--- config.mk ---
export PLATFORM = sky130hd
export DESIGN_NAME = sram_stream_reader
export DESIGN_NICKNAME = d
export VERILOG_FILES = /design/src/rtl/sram_stream_reader.sv
export SDC_FILE = /design/constraint.sdc
export NUM_CORES = 1
export LEC_CHECK = 0
export BUFFER_PORTS_ARGS = -buffer_cell sky130_fd_sc_hd__buf_2
export CAP_MARGIN = 10
export CORE_ASPECT_RATIO = 1.75
export CORE_MARGIN = 2
export CORE_UTILIZATION = 45
export DETAILED_ROUTE_END_ITERATION = 10
export PLACE_DENSITY = 0.68
export SLEW_MARGIN = 20
export SYNTH_ARGS = -nofsm -noshare
export SYNTH_HDL_FRONTEND = slang
export SYNTH_SLANG_ARGS = --single-unit
export TNS_END_PERCENT = 30
--- constraint.sdc ---
create_clock -name clk -period 16.5 [get_ports clk]
set_clock_uncertainty 0.05 [all_clocks]
set_input_delay 0.825 -clock clk [delete_from_list [all_inputs] [get_ports clk]]
set_output_delay 0.825 -clock clk [all_outputs]
set_load 0.01 [all_outputs]
--- src/rtl/sram_stream_reader.sv ---
// Streams a (base, length) window of a read-only SRAM to a valid/ready consumer.
// A 2-entry buffer absorbs the SRAM's 1-cycle read latency without losing words under backpressure.
module sram_stream_reader #(
  parameter int DATA_W = 99,
  parameter int ADDR_W = 11,
  parameter int DEPTH  = 1728
) (
  input  logic              clk,
  input  logic              rst,
  input  logic              start,
  input  logic [ADDR_W-1:0] base_addr,
  input  logic [ADDR_W-1:0] length,
  output logic              busy,
  output logic              done,
  output logic              sram_csb,
  output logic              sram_wsb,
  output logic [ADDR_W-1:0] sram_raddr,
  input  logic [DATA_W-1:0] sram_rdata,
  output logic [DATA_W-1:0] out_data,
  output logic              out_valid,
  input  logic              out_ready
);
  localparam logic [ADDR_W:0]   DEPTH_C   = (ADDR_W+1)'(DEPTH);
  localparam logic [ADDR_W-1:0] LAST_ADDR = ADDR_W'(DEPTH-1);

  typedef enum logic [1:0] {IDLE, READ, DRAIN, FIN} state_t;

  state_t            state;
  logic [ADDR_W-1:0] addr;
  logic [ADDR_W:0]   len;
  logic [ADDR_W:0]   issued;
  logic [ADDR_W:0]   accepted;
  logic              inflight;
  logic [1:0]        buf_count;
  logic [DATA_W-1:0] buf0;
  logic [DATA_W-1:0] buf1;
  logic              pop;
  logic              issue;
  logic [2:0]        occupancy;

  function automatic logic [ADDR_W-1:0] next_addr(input logic [ADDR_W-1:0] a);
    return (a == LAST_ADDR) ? '0 : a + 1'b1;
  endfunction

  function automatic logic [ADDR_W:0] clamp_len(input logic [ADDR_W-1:0] l);
    return ({1'b0, l} > DEPTH_C) ? DEPTH_C : {1'b0, l};
  endfunction

  // Words that will sit in the buffer after this edge; issuing only below 2 keeps pushes off a full buffer.
  assign pop        = out_valid & out_ready;
  assign occupancy  = {1'b0, buf_count} + {2'b00, inflight} - {2'b00, pop};
  assign issue      = (state == READ) && (occupancy < 3'd2);
  assign sram_csb   = ~issue;
  assign sram_wsb   = 1'b1;
  assign sram_raddr = addr;
  assign out_data   = buf0;
  assign out_valid  = (buf_count != 2'd0);
  assign busy       = (state != IDLE);
  assign done       = (state == FIN);

  always_ff @(posedge clk or posedge rst) begin
    if (rst) begin
      state     <= IDLE;
      addr      <= '0;
      len       <= '0;
      issued    <= '0;
      accepted  <= '0;
      inflight  <= 1'b0;
      buf_count <= 2'd0;
      buf0      <= '0;
      buf1      <= '0;
    end else begin
      inflight <= issue;
      if (pop) accepted <= accepted + 1'b1;

      case (state)
        IDLE: begin
          if (start) begin
            addr     <= base_addr;
            len      <= clamp_len(length);
            issued   <= '0;
            accepted <= '0;
            state    <= (length == '0) ? FIN : READ;
          end
        end
        READ: begin
          if (issue) begin
            addr   <= next_addr(addr);
            issued <= issued + 1'b1;
            if ((issued + 1'b1) == len) state <= DRAIN;
          end
        end
        DRAIN: begin
          if (pop && ((accepted + 1'b1) == len)) state <= FIN;
        end
        FIN:     state <= IDLE;
        default: state <= IDLE;
      endcase

      // Read data lands one edge after its issue; buf0 is always the head.
      case ({inflight, pop})
        2'b10: begin
          if (buf_count == 2'd0) buf0 <= sram_rdata;
          else                   buf1 <= sram_rdata;
          buf_count <= buf_count + 1'b1;
        end
        2'b01: begin
          buf0      <= buf1;
          buf_count <= buf_count - 1'b1;
        end
        2'b11: begin
          if (buf_count == 2'd1) begin
            buf0 <= sram_rdata;
          end else begin
            buf0 <= buf1;
            buf1 <= sram_rdata;
          end
        end
        default: ;
      endcase
    end
  end
endmodule

# Word level (Yosys, flattened, before mapping)

Cells that the tools add are included.
W data, S select, Z words.

Mux-type cells: 24
Add/subtract/negate cells: 7
Bitwise gates (word level): 2
Divide/modulo/power cells: 0
Shift operators: 0
Reduce and logical (&&, ||, !) cells: 16
$lt $le $gt $ge: 2
$mul: 0
Equality and inequality tests: 17

Operators by type and width:

| cell                    | number |
|---|---|
| $mux W99                | 4 |
| $pmux W99 S3            | 1 |
| $pmux W99 S2            | 1 |
| $mux W12                | 5 |
| $mux W11                | 4 |
| $add A12 B1 Y12 const B | 2 |
| $eq A12 B12 Y1          | 2 |
| $pmux W12 S2            | 1 |
| $pmux W11 S2            | 1 |
| $ne A2 B2 Y1 const B    | 6 |
| $add A11 B1 Y11 const B | 1 |
| $eq A11 B11 Y1 const B  | 1 |
| $gt A11 B11 Y1 const B  | 1 |
| $logic_not A11 Y1       | 1 |
| $mux W2                 | 5 |
| $reduce_bool A2 Y1      | 5 |
| $eq A2 B2 Y1 const B    | 4 |
| $pmux W2 S4             | 1 |
| $eq A2 B1 Y1 const B    | 3 |
| $reduce_and A3 Y1       | 2 |
| $logic_not A2 Y1        | 2 |
| $pmux W2 S2             | 1 |
| $reduce_and A2 Y1       | 2 |
| $reduce_and A4 Y1       | 1 |
| other kinds (10)        | 11 |

RAM bits: 0
Output and inout bits: 115
Bits in read-only memories: 0
Word-level logic and storage cells: 77
Latch bits: 0
Register bits after elaboration: 250
Memories: 0

# Depth between registers and ports, before layout

Gate-level depths: netlist of the first run.

Depth after elaboration: 7
Gate-level depth with buffers: 17

# Worst setup path after synthesis of the first run

OpenSTA, ideal clock, no wires.

Path kind: input port to flip-flop
Start: in out_ready
End: reg state[1]
Buffers on the path: 1
Cell stages on the path: 13
Path slack: 12.835 ns
Required time: 16.371 ns
Data arrival time: 3.536 ns
Cell sequence: nand2_1 > inv_2 > clkbuf_1 > ha_1 > nand2b_1 > fa_1 > xnor2_1 > nand2_4 > a2111oi_2 > o211a_1 > o2111ai_2 > a22oi_2 > mux2i_1

Longest elaborated chain between the ends: 6
Elaborated cells between the ends (all ways): 8

Ends and longest elaborated chain:

| element                                | line | RTL |
|---|---|---|
| start, declared                        | 21   | `input logic out_ready` |
| $and A1 B1 Y1 (*)                      | 50   | `assign pop = out_valid & out_ready;` |
| $sub A3 B1 Y3                          | 51   | `assign occupancy = {1'b0, buf_count} + {2'b00, inflight} - {2'b00, pop};` |
| $lt A3 B2 Y1                           | 52   | `assign issue = (state == READ) && (occupancy < 3'd2);` |
| $logic_and A1 B1 Y1                    | 52   |  |
| $ne A2 B2 Y1 (no source line)          | --   |  |
| $reduce_and A4 Y1 (no source line) (*) | --   |  |
| end signal, assigned                   | 83   | `state <= (length == '0) ? FIN : READ;` |
| end, declared                          | 28   | `state_t state;` |

Mark *: on every way between the ends. The rest lies on a longest branch, timed or not.
A chain may end at the register's enable or synchronous reset.

# Worst setup path in the final report of the first run

Start: reg buf_count[1]
End: out sram_csb

Longest elaborated chain between the ends: 6
Elaborated cells between the ends (all ways): 7

Ends and longest elaborated chain:

| element                                                               | line | RTL |
|---|---|---|
| start, declared                                                       | 34   | `logic [1:0] buf_count;` |
| start signal, assigned                                                | 105  | `buf_count <= buf_count + 1'b1;` |
| start signal, assigned                                                | 109  | `buf_count <= buf_count - 1'b1;` |
| parallel branches: the longest is 2 deep, another holds $add A2 B1 Y3 | --   |  |
| $sub A3 B1 Y3 (*)                                                     | 51   |  |
| $lt A3 B2 Y1 (*)                                                      | 52   |  |
| $logic_and A1 B1 Y1 (*)                                               | 52   |  |
| $not A1 Y1 (*)                                                        | 53   | `assign sram_csb = ~issue;` |
| end, declared                                                         | 15   | `output logic sram_csb,` |

Mark *: on every way between the ends.

==> summary.md, run 1 <==
| Metric | Value |
|---|---|
| DRC viols | 0 |
| Total Routing Usage GR | between 20% and 30% |
| Async set-reset flop share out of synthesis | 100% |
| Startpoint types | flip-flop |
| WP buf/inv | 4 |
| P&R area growth vs syn | 20.2% |
| Final period util | 25.0% |
| Slew @ Worst Pin | roughly 0.93 ns |
| Post-DP HPWL | a little under 20,000 um |
| Final Hold Violating Endpoints | 0 |
| Final std cells w/o fill | 1,581 |
| Sw frac | about 34% |
| Initial antenna violation count | 9 |
| GR Overflow Total | 0 |
| Die Wd | 124 um |
| CP Capture Type | output pin |
| Post-Syn Instances | around 1,000 |
| Share of cells above drive strength 1 | between 30% and 40% |
| Slew HR | 37.9% |
| Clk buf depth | 3 |
| Most frequent cell after synthesis | dfrtp_1 |
| Library cells used by synthesis | 62 |
| Total Wirelength | around 29,000 um |
| VDD IR-drop max | roughly 110 uV |
| MaxCap Viol Count | 0 |
| Critical path's slowest cell | dfrtp_1 |
| Min Clock Period, post-route | between 4 and 5 ns |
| Critical Path RT | 15.62 ns |
| Final slew viol count | 0 |
| Synth area leader | dfrtp_1 |
| Port bufs | about 240 |
| CP arrival | approximately 3.3 ns |
| Register area share after synthesis | a little over half |
| Top_reg_cell synth | dfrtp_1 |
| Worst skew pair latency | ~0.53 ns |
| P_leak | around 0.0067 uW |
| Mapped Avg Cell Area | roughly 11 um^2 |
| Clk pin slew, worst setup/hold paths | ~0.06 ns |
| Synth Register Bits | 249 |
| Vias | roughly 8,600 |
| RSZ-0062 raised after global routing | false |
| Die height | between 200 and 250 um |
| First-pass GRT wire length | ~46,000 um |
| DP Cell Count | about 1,500 |
| PD cells | 144 mW/mm^2 |
| Core Area | 0.0247 mm^2 |
| Synthesized area | ~0.011 mm^2 |
| Switch Pwr | approximately 670 uW |
| # H-tree levels | 1 |
| Crit path max fanout | 13 |
| Yosys top cell area share | around 55% |
| CP max stage delay | roughly 0.43 ns |
| Commonest cells in the netlist | 249 x dfrtp_1, 136 x nand2_1, 128 x o21ai_0 |
| Post-Route Setup TNS | 0 ns |
| Yosys synthesis warning count | 0 |
| Final layout net count | roughly 1,400 |
| Wire length per cell | about 18 um |
| Status | finished clean |
| Fill count | approximately 2,200 |
| Worst min path class | in2async |
| Final worst slack | between 10 and 15 ns |
| Setup slack at placement | between 10 and 15 ns |
| Starting Density | a little under half |
| Placement Rows | between 70 and 80 |
| # setup viols final | 0 |
| Clock sink count | approximately 250 |
| EDFF count, synth | 0 |
| Post_cts resized | 0 |
| Crit path kind | reg2out |
| Int Power | 1290 uW |
| Root buf cell | clkbuf_16 |
| Vias in the first global route | approximately 8,600 |
| Flop pwr share | 42.6% |
| Die ar. | roughly 0.027 mm^2 |
| Routed Antenna Nets | 0 |
| Family with the most delay on the worst path | adder cells |
| First-pass iteration count of the detailed router | 5 |
| Pin count of the biggest net entering global routing | between 100 and 150 |
| Synth area leaders | dfrtp_1 55%, mux2_2 8.8%, a22oi_1 6.7%, o21ai_0 5.6%, nand2_1 4.5% |
| CTS buffer count | 25 |
| F_max | around 240 MHz |
| Post-CTS setup buffers | 0 |
| Hold-fix buffers, CTS | 0 |
| CP Cell Sequence | inv_1 > ha_1 > inv_1 > nand2_1 > inv_2 > ha_1 > nand2b_1 > fa_1 > xnor2_1 > nand3_1 > buf_2 |
| Mapped Nets | ~1,200 |
| Initial DRC count | 372 |
| Comb pwr share | ~28% |
| IO Count | 240 |
| RD Place Congestion | roughly 0.88 |
| Clk pwr share | approximately 30% |
| Vias per Instance | around 5.5 |
| Tot Pwr | 1960 uW |
| TritonCTS clock tree | done |
## sequential cells by signal, summed over array words and instances (netlist names)
signal and flops:
accepted 12, buf1 99, buf_count 2, inflight 1, issued 12, len 11, out_data 99, sram_raddr 11
state 2
## cell usage in the layout, fill, tap and decap left out, drive strengths merged, types with 4 or more instances in the layout
| master | count |
|---|---|
| dfrtp | 249 |
| buf | 246 |
| o21ai | 139 |
| nand2 | 137 |
| a22oi | 102 |
| mux2 | 99 |
| nor2 | 44 |
| clkbuf | 36 |
| inv | 24 |
| xnor2 | 23 |
| xor2 | 17 |
| a21oi | 17 |
| nand3 | 16 |
| ha | 14 |
| nand4 | 10 |
| nor3 | 8 |
| o31ai | 7 |
| a22o | 6 |
| and3 | 6 |
| nor2b | 5 |
| and2 | 5 |
| diode | 4 |
| a31oi | 4 |
| nor3b | 4 |
| nor4 | 4 |
## power groups by stage
| stage | sequential (uW) | clock (uW) | combinational, uW |
|---|---|---|---|
| floorplan | 882 | 0 | 270 |
| global placement | 842 | 0 | 542 |
| detailed placement | 845 | 0 | 555 |
| CTS | 836 | 594 | 555 |
| global route | 852 | 617 | 613 |
| finish | 834 | 577 | 548 |
## area by class of cell
type	instances	area (um^2)	share of cell area, %
flip-flops and latches	249	6230	45.7
multi-input cells	704	4790	35.1
repair buffers	246	1290	9.44
clock buffers	36	737	5.40
well taps	312	390	2.86
clock inverters	8	100	0.734
inverters	22	90.1	0.661
diodes	4	10.0	0.0734
## path summary, 6_finish.rpt
| path | start | to | slack [ns] | cells past startpoint |
|---|---|---|---|---|
| setup / recovery | buf_count[1] | sram_csb | 12.38 | 11 |
| hold / removal | rst | buf1[38] | 0.34 | 2 |
| setup reg to reg | buf_count[1] | state[1] | 12.67 | 15 |
| hold reg to reg | out_data[28] | out_data[28] | 0.42 | 2 |
| max in group asynchronous | rst | buf1[94] | 13.95 | 4 |
| min in group clk | out_data[28] | out_data[28] | 0.42 | 2 |
## metal layers
layer	track usage, %	vias to the layer above	routed length (um)	part of all wire, %
met3	5.08	48	1760	6.2
met2	37.9	194	15300	53
met4	7.83	8	725	2.5
li1	-	4139	-	-
met1	25.1	4257	10800	38
met5	0	-	48	0.17
## through the flow
step	utilization, %	cell area (um^2)	hold WS [ns]
2_1_floorplan	-	11300	0.409
3_3_place_gp	51.5	12700	0.407
3_5_place_dp	51.5	12700	0.415
4_1_cts	54.9	13600	0.386
5_1_grt	55.2	13600	0.392
6_report	55.2	13600	0.340
## worst reg2reg max path: stages, from the launching register on
cell	delay, ns
dfrtp_1	0.43
inv_1	0.09
ha_1	0.24
inv_1	0.10
nand2_1	0.12
inv_2	0.23
ha_1	0.28
nand2b_1	0.16
fa_1	0.40
xnor2_1	0.31
nand2_4	0.08
a2111oi_2	0.40
o211a_1	0.22
o2111ai_2	0.15
a22oi_2	0.28
mux2i_1	0.21
## cell families after synthesis
family	share of synthesized area [%]
and+or+nand+nor	9.69
DFF	54.9
buffers and inverters	3.33
muxes	10.0
xor gates and xnor gates	3.09
adders and majority gates	1.72
AOI/OAI and AO/OA	17.2
other	0.0331
Note: power is estimated with default switching activity, not from simulation.
==> run 2: changes to the inputs <==
--- a/config.mk
+++ b/config.mk
@@ -5,13 +5,14 @@
 export SDC_FILE = /design/constraint.sdc
 export NUM_CORES = 1
 export LEC_CHECK = 0
+export ABC_AREA = 1
 export BUFFER_PORTS_ARGS = -buffer_cell sky130_fd_sc_hd__buf_2
 export CAP_MARGIN = 10
 export CORE_ASPECT_RATIO = 1.75
 export CORE_MARGIN = 2
 export CORE_UTILIZATION = 45
 export DETAILED_ROUTE_END_ITERATION = 10
-export PLACE_DENSITY = 0.68
+export PLACE_DENSITY = 0.7
 export SLEW_MARGIN = 20
 export SYNTH_ARGS = -nofsm -noshare
 export SYNTH_HDL_FRONTEND = slang
==> constraint.sdc (replaced) <==
create_clock -name clk -period 3.4 [get_ports clk]
set_clock_uncertainty 0.05 [all_clocks]
set_input_delay 0.17 -clock clk [delete_from_list [all_inputs] [get_ports clk]]
set_output_delay 0.17 -clock clk [all_outputs]
set_load 0.01 [all_outputs]
==> run 2 against run 1 <==
Effect of this change:
- flip-flop and latch count did not move
- sequential power grew to 6.3 times the previous value
- clock-buffer cell count is 3 higher
- synthesized cell count rose by 40%
- critical path type unchanged
==> summary.md, run 2 <==
| Metric | Value |
|---|---|
| Status | finished clean |
| Clk buf depth | 3 |
| Port bufs | around 240 |
| CP Capture Type | output pin |
| # setup viols final | 0 |
| P&R area growth vs syn | 29.2% |
| Die Wd | ~130 um |
| EDFF count, synth | 0 |
| Worst skew pair latency | between 0.5 and 0.6 ns |
| Synth Register Bits | ~250 |
| Clock sink count | roughly 250 |
| Worst min path class | in2reg |
| PD cells | 877 mW/mm^2 |
| Critical path's slowest cell | dfrtp_1 |
| Mapped Nets | between 1,500 and 2,000 |
| Pin count of the biggest net entering global routing | 113 |
| CTS buffer count | 25 |
| Commonest cells in the netlist | 249 x dfrtp_1, 231 x o21ai_0, 225 x nand2_1 |
| Core Area | around 0.026 mm^2 |
| WP buf/inv | 3 |
| Synth area leader | dfrtp_1 |
| Top_reg_cell synth | dfrtp_1 |
| Most frequent cell after synthesis | dfrtp_1 |
| Crit path max fanout | 4 |
| Clk pin slew, worst setup/hold paths | ~0.060 ns |
| Fin util | about three fifths |
| Min Clock Period, post-route | ~3.1 ns |
| Placement Rows | just under 80 |
| Async set-reset flop share out of synthesis | 100% |
| Final period util | between 90 and 100% |
| Most common cell after layout, fill and taps aside | dfrtp_1 |
| Initial antenna violation count | 0 |
| Post-DP HPWL | roughly 23,000 um |
| MaxCap Viol Count | 0 |
| Library cells used by synthesis | 43 |
| Register area share after synthesis | roughly half |
| Slew @ Worst Pin | 0.923 ns |
| CP arrival | between 2 and 3 ns |
| Routed Antenna Nets | 0 |
| Post-CTS setup buffers | 0 |
| Share of cells above drive strength 1 | between 15 and 20% |
| Fill count | ~2,300 |
| Synth area leaders | dfrtp_1 52%, o21ai_0 9.6%, nand2_1 7.0%, nand3_1 6.3%, inv_1 5.3% |
| Final Hold Violating Endpoints | 0 |
| F_max | 318 MHz |
| IO Count | 240 |
| Starting Density | 45.4% |
| VDD IR-drop max | 503 uV |
| Final slew viol count | 0 |
| Die ar. | ~0.028 mm^2 |
| Yosys synthesis warning count | 0 |
| Hold-fix buffers, CTS | about 120 |
| Slew HR | approximately two fifths |
| Commonest cells after routing, fill and taps aside | 249 x dfrtp_1, 238 x buf_2, 231 x o21ai_0 |
| Critical Path RT | 3.18 ns |
| # H-tree levels | 1 |
| Setup slack at placement | 0.351 ns |
| First-pass GRT wire length | 57,900 um |
| Crit path launch | buf_count[1] |
| Total Routing Usage GR | 25.5% |
| Final worst slack | 0.254 ns |
| Vias in the first global route | between 10,000 and 15,000 |
| Yosys top cell area share | 51.8% |
| DRC viols | 0 |
| Root buf cell | clkbuf_16 |
| HP Start | start |
| Sequential Area | between 0.006 and 0.007 mm^2 |
| GR Overflow Total | 0 |
| N_diodes | 0 |
| Wire length per cell | between 15 and 20 um |
| RR Startpoint | buf_count[1] |
| Synthesized area | 0.0120 mm^2 |
| Mapped Avg Cell Area | between 8 and 9 um^2 |
| Die height | ~220 um |
| Post_cts resized | 0 |
| RD Place Congestion | between 0.8 and 0.9 |
| Family with the most delay on the worst path | simple AND/OR/NAND/NOR gates |
| Post-Syn Instances | ~1,500 |
| P_leak | ~0.0076 uW |
| Crit path kind | reg2out |
| TritonCTS clock tree | done |
| Vias per Instance | about 5.4 |
| Worst Hold Slack | around 0.11 ns |
| Vias | ~12,000 |
| Final layout net count | 1,922 |
| Area occupied by multi-input gates | 0.00476 mm^2 |
| RSZ-0062 raised after global routing | false |
| Startpoint types | flip-flop |
| CP max stage delay | 0.39 ns |
| CP Cell Sequence | inv_1 > ha_1 > nor2_1 > ha_1 > or2_2 > fa_1 > or2_1 > nand3_1 > nor2_1 > inv_1 > buf_2 |
| First-pass iteration count of the detailed router | 5 |
| Initial DRC count | ~700 |
| Total Wirelength | around 36,000 um |
run 2: final cells by class:
| type | instances | share of cell area (%) |
|---|---|---|
| Inverter | 176 | 4.27 |
| Multi-Input combinational cell | 947 | 30.6 |
| Clock inverter | 7 | 0.410 |
| Timing Repair Buffer | 383 | 17.4 |
| Tap cell | 324 | 2.61 |
| Sequential cell | 249 | 40.1 |
| Clock buffer | 39 | 4.62 |
run 2: path summary, 6_finish.rpt:
| path | to | slack [ns] | cells after the start |
|---|---|---|---|
| max | sram_csb | 0.25 | 11 |
| min | issued[1] | 0.11 | 5 |
| max reg2reg | issued[2] | 0.30 | 13 |
| min reg2reg | buf1[31] | 0.43 | 2 |
| max in group asynchronous | buf1[34] | 2.03 | 4 |
| min in group asynchronous | out_data[69] | 0.28 | 3 |
run 2: cells by family after synthesis:
| group | synth area share (%) |
|---|---|
| adders and majority gates | 1.62 |
| DFF | 51.8 |
| xor gates and xnor gates | 0.655 |
| other | 0.0312 |
| buffers and inverters | 8.88 |
| and+or+nand+nor | 19.4 |
| AOI/OAI and AO/OA | 17.6 |
run 2: routing by layer:
layer / vias to the layer above / global-route usage (%) / routed length, um
li1: 5507 / - / -
met1: 5508 / 28.2 / 13500
met4: 0 / 14.4 / 2100
met5: - / 0 / 0
met3: 124 / 3.53 / 1810
met2: 401 / 46.5 / 18600
run 2: power by group:
group | total [uW] | internal (uW) | switching (uW)
clock | 2700 | 1530 | 1170
sequential | 5290 | 4360 | 922
combinational | 5660 | 2190 | 3470
run 2: worst min-delay path, stage by stage:
cell and delay, ns:
buf_2 0.10, o21ai_1 0.08, inv_1 0.14, nand3_1 0.09, nand2_1 0.07
run 2: per-stage QoR:
stage / total power (uW) / setup TNS, ns / instances / area [um^2]
detailed placement: 10800 / 0 / 1956 / 13500
finish: 13600 / 0 / 2125 / 15500
global route: 14700 / 0 / 2125 / 15500
global placement: 10600 / 0 / 1956 / 13500
floorplan: 8800 / -23.33 / 1467 / 12000
CTS: 13700 / 0 / 2125 / 15500
